--- config.mk ---
export PLATFORM = sky130hd
export DESIGN_NAME = fetch_unit
export DESIGN_NICKNAME = d
export VERILOG_FILES = /design/src/rtl/rv32i_pkg.sv /design/src/rtl/sync_fifo.sv /design/src/rtl/fetch_unit.sv
export SDC_FILE = /design/constraint.sdc
export NUM_CORES = 1
export LEC_CHECK = 0
export ABC_AREA = 0
export CAP_MARGIN = 30
export CORE_MARGIN = 10
export CORE_UTILIZATION = 28
export CTS_CLUSTER_SIZE = 30
export DETAILED_ROUTE_END_ITERATION = 8
export PLACE_DENSITY = 0.44
export REMOVE_ABC_BUFFERS = 1
export SLEW_MARGIN = 5
export SYNTH_ARGS = -nofsm -noshare
export SYNTH_HDL_FRONTEND = slang
export SYNTH_HIERARCHICAL = 1
export SYNTH_SLANG_ARGS = --single-unit
export TNS_END_PERCENT = 30
--- constraint.sdc ---
create_clock -name clk -period 8.25 [get_ports clk]
set_clock_uncertainty 0.2 [all_clocks]
set_input_delay 1.2375 -clock clk [delete_from_list [all_inputs] [get_ports clk]]
set_output_delay 1.2375 -clock clk [all_outputs]
set_load 0.01 [all_outputs]
--- src/rtl/rv32i_pkg.sv ---
// Shared RV32I core constants and types.
// Also provides the fetch FIFO entry layout and the word-alignment helper.
package rv32i_pkg;
    localparam int              XLEN      = 32;
    localparam int              INSTR_W   = 32;
    localparam logic [XLEN-1:0] PC_STEP   = 32'd4;
    localparam logic [31:0]     NOP_INSTR = 32'h0000_0013;

    typedef struct packed {
        logic [XLEN-1:0]    pc;
        logic [INSTR_W-1:0] instr;
    } fetch_entry_t;

    function automatic logic [XLEN-1:0] align_word(input logic [XLEN-1:0] addr);
        return addr & {{(XLEN-2){1'b1}}, 2'b00};
    endfunction
endpackage

--- src/rtl/sync_fifo.sv ---
// Single-clock FIFO with synchronous clear and combinational head output.
// A push is accepted when full only if a pop happens in the same cycle.
module sync_fifo #(
    parameter int WIDTH = 32,
    parameter int DEPTH = 4
) (
    input  logic                     i_clk,
    input  logic                     i_rst_n,
    input  logic                     i_clr,
    input  logic                     i_push,
    input  logic [WIDTH-1:0]         i_data,
    input  logic                     i_pop,
    output logic [WIDTH-1:0]         o_data,
    output logic                     o_empty,
    output logic [$clog2(DEPTH):0]   o_count
);
    localparam int AW = $clog2(DEPTH);

    logic [WIDTH-1:0] r_mem [DEPTH];
    logic [AW:0]      r_wptr;
    logic [AW:0]      r_rptr;
    logic             w_full;
    logic             w_push;
    logic             w_pop;

    // Pointers carry one extra wrap bit so full and empty are distinguishable.
    assign o_count = r_wptr - r_rptr;
    assign o_empty = (o_count == '0);
    assign w_full  = o_count[AW];
    assign w_pop   = i_pop && !o_empty;
    assign w_push  = i_push && (!w_full || w_pop);
    assign o_data  = r_mem[r_rptr[AW-1:0]];

    always_ff @(posedge i_clk or negedge i_rst_n) begin
        if (!i_rst_n) begin
            r_wptr <= '0;
            r_rptr <= '0;
        end else if (i_clr) begin
            r_wptr <= '0;
            r_rptr <= '0;
        end else begin
            if (w_push) r_wptr <= r_wptr + 1'b1;
            if (w_pop)  r_rptr <= r_rptr + 1'b1;
        end
    end

    always_ff @(posedge i_clk) begin
        if (w_push && !i_clr) r_mem[r_wptr[AW-1:0]] <= i_data;
    end
endmodule

--- src/rtl/fetch_unit.sv ---
// RV32I fetch stage: PC, credit-limited imem requests, prefetch FIFO toward decode.
// Defining FETCH_PERF_EN adds the perf_fetched / perf_bubbles counters.
module fetch_unit
    import rv32i_pkg::*;
#(
    parameter logic [XLEN-1:0] RESET_PC   = 32'h0000_0000,
    parameter int              FIFO_DEPTH = 4
) (
    input  logic               clk,
    input  logic               rst,
    output logic               imem_req_valid,
    input  logic               imem_req_ready,
    output logic [XLEN-1:0]    imem_addr,
    input  logic               imem_rsp_valid,
    input  logic [INSTR_W-1:0] imem_rsp_data,
    input  logic               redirect_valid,
    input  logic [XLEN-1:0]    redirect_pc,
    output logic               instr_valid,
    input  logic               instr_ready,
    output logic [INSTR_W-1:0] instruction,
    output logic [XLEN-1:0]    pc_address
`ifdef FETCH_PERF_EN
    ,
    output logic [31:0]        perf_fetched,
    output logic [31:0]        perf_bubbles
`endif
);
    localparam int              CW      = $clog2(FIFO_DEPTH) + 1;
    localparam logic [CW:0]     DEPTH_C = (CW+1)'(FIFO_DEPTH);

    logic [XLEN-1:0] r_pc;
    logic [CW-1:0]   r_drop;
    logic [CW-1:0]   w_live;
    logic [CW-1:0]   w_fifo_count;
    logic [CW:0]     w_live_drop;
    logic [CW:0]     w_live_fill;
    logic            w_q_empty;
    logic            w_fifo_empty;
    logic [XLEN-1:0] w_rsp_pc;
    fetch_entry_t    w_push_entry;
    fetch_entry_t    w_head;
    logic            w_credit_ok;
    logic            w_accept;
    logic            w_rsp_keep;
    logic            w_rsp_drop;
    logic            w_pop;

    // The request-PC queue occupancy is exactly the live outstanding count.
    assign w_live_drop = {1'b0, w_live} + {1'b0, r_drop};
    assign w_live_fill = {1'b0, w_live} + {1'b0, w_fifo_count};
    assign w_credit_ok = (w_live_drop < DEPTH_C) && (w_live_fill < DEPTH_C);

    assign imem_req_valid = rst && !redirect_valid && w_credit_ok;
    assign imem_addr      = r_pc;
    assign w_accept       = imem_req_valid && imem_req_ready;

    assign w_rsp_drop = imem_rsp_valid && (r_drop != '0);
    assign w_rsp_keep = imem_rsp_valid && (r_drop == '0) && !redirect_valid && !w_q_empty;

    assign instr_valid = !w_fifo_empty;
    assign w_pop       = instr_valid && instr_ready && !redirect_valid;
    assign instruction = instr_valid ? w_head.instr : '0;
    assign pc_address  = instr_valid ? w_head.pc    : '0;

    assign w_push_entry.pc    = w_rsp_pc;
    assign w_push_entry.instr = imem_rsp_data;

    always_ff @(posedge clk or negedge rst) begin
        if (!rst) begin
            r_pc <= RESET_PC;
        end else if (redirect_valid) begin
            r_pc <= align_word(redirect_pc);
        end else if (w_accept) begin
            r_pc <= r_pc + PC_STEP;
        end
    end

    // On redirect every outstanding request becomes wrong-path; a response
    // landing in that same cycle is one of them and is discarded now.
    always_ff @(posedge clk or negedge rst) begin
        if (!rst) begin
            r_drop <= '0;
        end else if (redirect_valid) begin
            r_drop <= r_drop + w_live - CW'(imem_rsp_valid);
        end else if (w_rsp_drop) begin
            r_drop <= r_drop - 1'b1;
        end
    end

    sync_fifo #(.WIDTH(XLEN), .DEPTH(FIFO_DEPTH)) u_req_pc_q (
        .i_clk   (clk),
        .i_rst_n (rst),
        .i_clr   (redirect_valid),
        .i_push  (w_accept),
        .i_data  (r_pc),
        .i_pop   (w_rsp_keep),
        .o_data  (w_rsp_pc),
        .o_empty (w_q_empty),
        .o_count (w_live)
    );

    sync_fifo #(.WIDTH($bits(fetch_entry_t)), .DEPTH(FIFO_DEPTH)) u_prefetch_q (
        .i_clk   (clk),
        .i_rst_n (rst),
        .i_clr   (redirect_valid),
        .i_push  (w_rsp_keep),
        .i_data  (w_push_entry),
        .i_pop   (w_pop),
        .o_data  (w_head),
        .o_empty (w_fifo_empty),
        .o_count (w_fifo_count)
    );

`ifdef FETCH_PERF_EN
    logic [31:0] r_perf_fetched;
    logic [31:0] r_perf_bubbles;

    always_ff @(posedge clk or negedge rst) begin
        if (!rst) begin
            r_perf_fetched <= '0;
            r_perf_bubbles <= '0;
        end else begin
            if (w_pop)                       r_perf_fetched <= r_perf_fetched + 1'b1;
            if (instr_ready && !instr_valid) r_perf_bubbles <= r_perf_bubbles + 1'b1;
        end
    end

    assign perf_fetched = r_perf_fetched;
    assign perf_bubbles = r_perf_bubbles;
`endif
endmodule

==> metrics.txt <==
outcome=complete, no violations; Mapped Cells=924; global route overflow=0; CP required=roughly 7000 ps; final RePlAce weighted congestion=0.719; ANT cells=0; initial antenna violation count=0; Root Driver=clkbuf_16; Crit. End Element=primary output; CTS H-tree lvls=2; Area contributors post-synth=edfxtp_1 66%, mux4_2 12%, dfrtp_1 6.4%, nor2b_1 2.6%, ha_1 1.6%; Arr. time, crit path=4170 ps; Leak=6.94 nW; pwr dens=220 mW/mm2; Hold WS=roughly 380 ps; min Tclk post-route=between 5000 and 6000 ps; core area=between 0.06 and 0.07 mm2; I/O pin cnt=168; Area Growth Syn to Fin=23.9%; CTS sink cnt=429; register-to-register setup slack=3130 ps; Slew Viols, Final=0; Yosys cell types=54; worst vdd ir=0.000134 V; Final Hold Vio Count=0; # rows=91; Die ar.=0.0729 mm2; DP HPWL=25500 um; TNS Setup=0 ps; drt drc=0; Clk pwr share=0.435; CTS tree=done; post-synth top area share=0.659; layout cells sized above 1=0.184; post-synthesis async set-or-reset flop share=0.105; post-synthesis mux area share=0.132; Initial Util=0.283; Worst Max-Slew Pin Slew=between 800 and 900 ps; Final ANT Viol Nets=0; Reg-to-Reg End=u_prefetch_q/r_mem[0][16]; hold endpoint=u_req_pc_q/r_wptr[2]; commonest cells in the synthesized netlist=384 x edfxtp_1, 96 x mux4_2, 74 x nor2b_1; P_int=approximately 0.0037 W; vias per inst=4.45; initial DRC count=578; hold_buf cts=0; fraction of the mapped netlist area in adder cells=0.0192; clk_lat worst skew=590 ps; R2R Path Start=u_prefetch_q/r_rptr[0]; DR pass1 iterations=4; largest family of logic cells by synthesized area=multiplexers; most frequent cell after synthesis=edfxtp_1; yosys warns=6; Max FO, Critical Path=32; WHS Path Cells=2; Synth area leader=edfxtp_1; post-synthesis simple-gate area fraction=0.0720; IO Port Bufs=163; sw frac=0.218; Gate power share=0.051; Yosys reg bits=429; Layout Cells excl Fill=1996; Placed Instances=about 1900; Slew headroom=0.408; Reg clk slew, reported paths=60 ps; post-synthesis xor/xnor area fraction=0.0154; CP Launch Type=flop; maximum root-to-sink buffer count=3; final setup vio count=0; Final period util=0.679; GR Util All Layers=0.116; die height=270 um; Routed Wire Length=42100 um; sw power=0.00104 W; cts repair resizes=0; Hold Crit Class=reg2reg; Layout Nets=1216; Die W=270 um; via count=8889; CP startpoint=u_prefetch_q/r_rptr[0]; cell area after synthesis=about 0.018 mm2; # fillers=between 5000 and 6000; fmax=178 MHz; TritonCTS buffer count=48; setup bufs post-CTS=0; sequential share of power=0.514; Seq/Total Area, Yosys=0.723; Avg Cell Area, Syn=18.9 um2; overall power=0.00477 W; first-pass GRT wire length=64500 um; Post-DP Area=0.0202 mm2; routed wire length per instance=21.1 um; compound-gate portion of the synthesized area=0.0198; maxcap violations=0; RSZ-0062 raised after global routing=false; number of global-route vias before repair=a little under 10000; min-delay src=u_req_pc_q/r_wptr[2]; reg2reg path depth=10; fin area=between 0.02 and 0.025 mm2; Crit Path Category=reg2out; Post-synth EDFFs=around 380; Top FF cell, synth=edfxtp_1; pin count of the biggest net entering global routing=67
-- stage by stage --
step                      setup slack [ps]  utilization
after floorplan                        510            -
after global routing                  2370        0.351
after CTS                             2510        0.351
after detailed placement              2970        0.326
after global placement                3020        0.326
final                                 2640        0.351
-- routing by layer --
layer  up-vias  track usage  share of wire
li1       4023            -              -
met3        54       0.0306          0.062
met1      4598        0.150           0.44
met4         0       0.0299          0.018
met5         -            0              0
met2       214        0.190           0.48
-- flip-flops by register name, indices dropped and copies added, names as in the netlist --
| register | count |
|---|---|
| u_req_pc_q/r_mem | 128 |
| u_prefetch_q/r_rptr | 3 |
| u_req_pc_q/r_wptr | 3 |
| imem_addr | 30 |
| u_prefetch_q/r_mem | 256 |
| u_req_pc_q/r_rptr | 3 |
| r_drop | 3 |
| u_prefetch_q/r_wptr | 3 |
-- cells in the final DEF (no fill, tap or decap), types with 20 or more instances in the layout --
cell | netlist | layout
edfxtp_1 | 384 | 384
clkdlybuf4s50_1 | 0 | 161
mux4_2 | 96 | 96
nor2b_1 | 74 | 74
clkbuf_16 | 0 | 48
dfrtp_1 | 45 | 42
nand2_1 | 38 | 38
inv_1 | 30 | 30
ha_1 | 22 | 22
xnor2_1 | 20 | 20
-- cells by family after synthesis --
| kind of cell | Yosys count |
|---|---|
| xor+xnor | 27 |
| fa+ha+maj | 25 |
| other cells | 1 |
| flops | 429 |
| mux | 109 |
| simple gates | 209 |
| compound gates | 51 |
| buf+inv | 73 |
-- power by group through the flow --
stage | Clock (W) | Combinational (W) | Sequential [W]
final | 0.00207 | 0.000245 | 0.00245
after global routing | 0.00225 | 0.000276 | 0.00246
after CTS | 0.00216 | 0.000250 | 0.00245
after detailed placement | 0 | 0.000248 | 0.00250
after global placement | 0 | 0.000247 | 0.00250
after floorplan | 0 | 0.000115 | 0.00248
-- worst max-delay path, cell delays in order, from the launching register on --
cell and delay, ps:
dfrtp_4 750, ha_1 320, fa_1 410, xor3_2 340
ha_1 340, nor4_4 310, o211ai_2 410, inv_1 140
clkdlybuf4s50_1 550
-- worst max path at each step --
| stage | endpoint | slack (ps) |
|---|---|---|
| after CTS | imem_req_valid | 2510 |
| final | imem_req_valid | 2640 |
| after detailed placement | u_prefetch_q/r_mem[1][54] | 2970 |
| after global placement | u_prefetch_q/r_mem[0][16] | 3020 |
| after global routing | imem_req_valid | 2370 |
| after floorplan | u_prefetch_q/r_mem[0][0] | 510 |
-- cell type report --
class	instances	area [um2]	area share
Multi-Input combinational cell	431	4580	0.211
Clock buffer	67	1280	0.0591
Timing Repair Buffer	181	1760	0.0812
Inverter	30	113	0.00519
Tap cell	837	1050	0.0483
Clock inverter	21	236	0.0109
Sequential cell	429	12700	0.584
No activity file was read; power rests on OpenSTA's default activity.
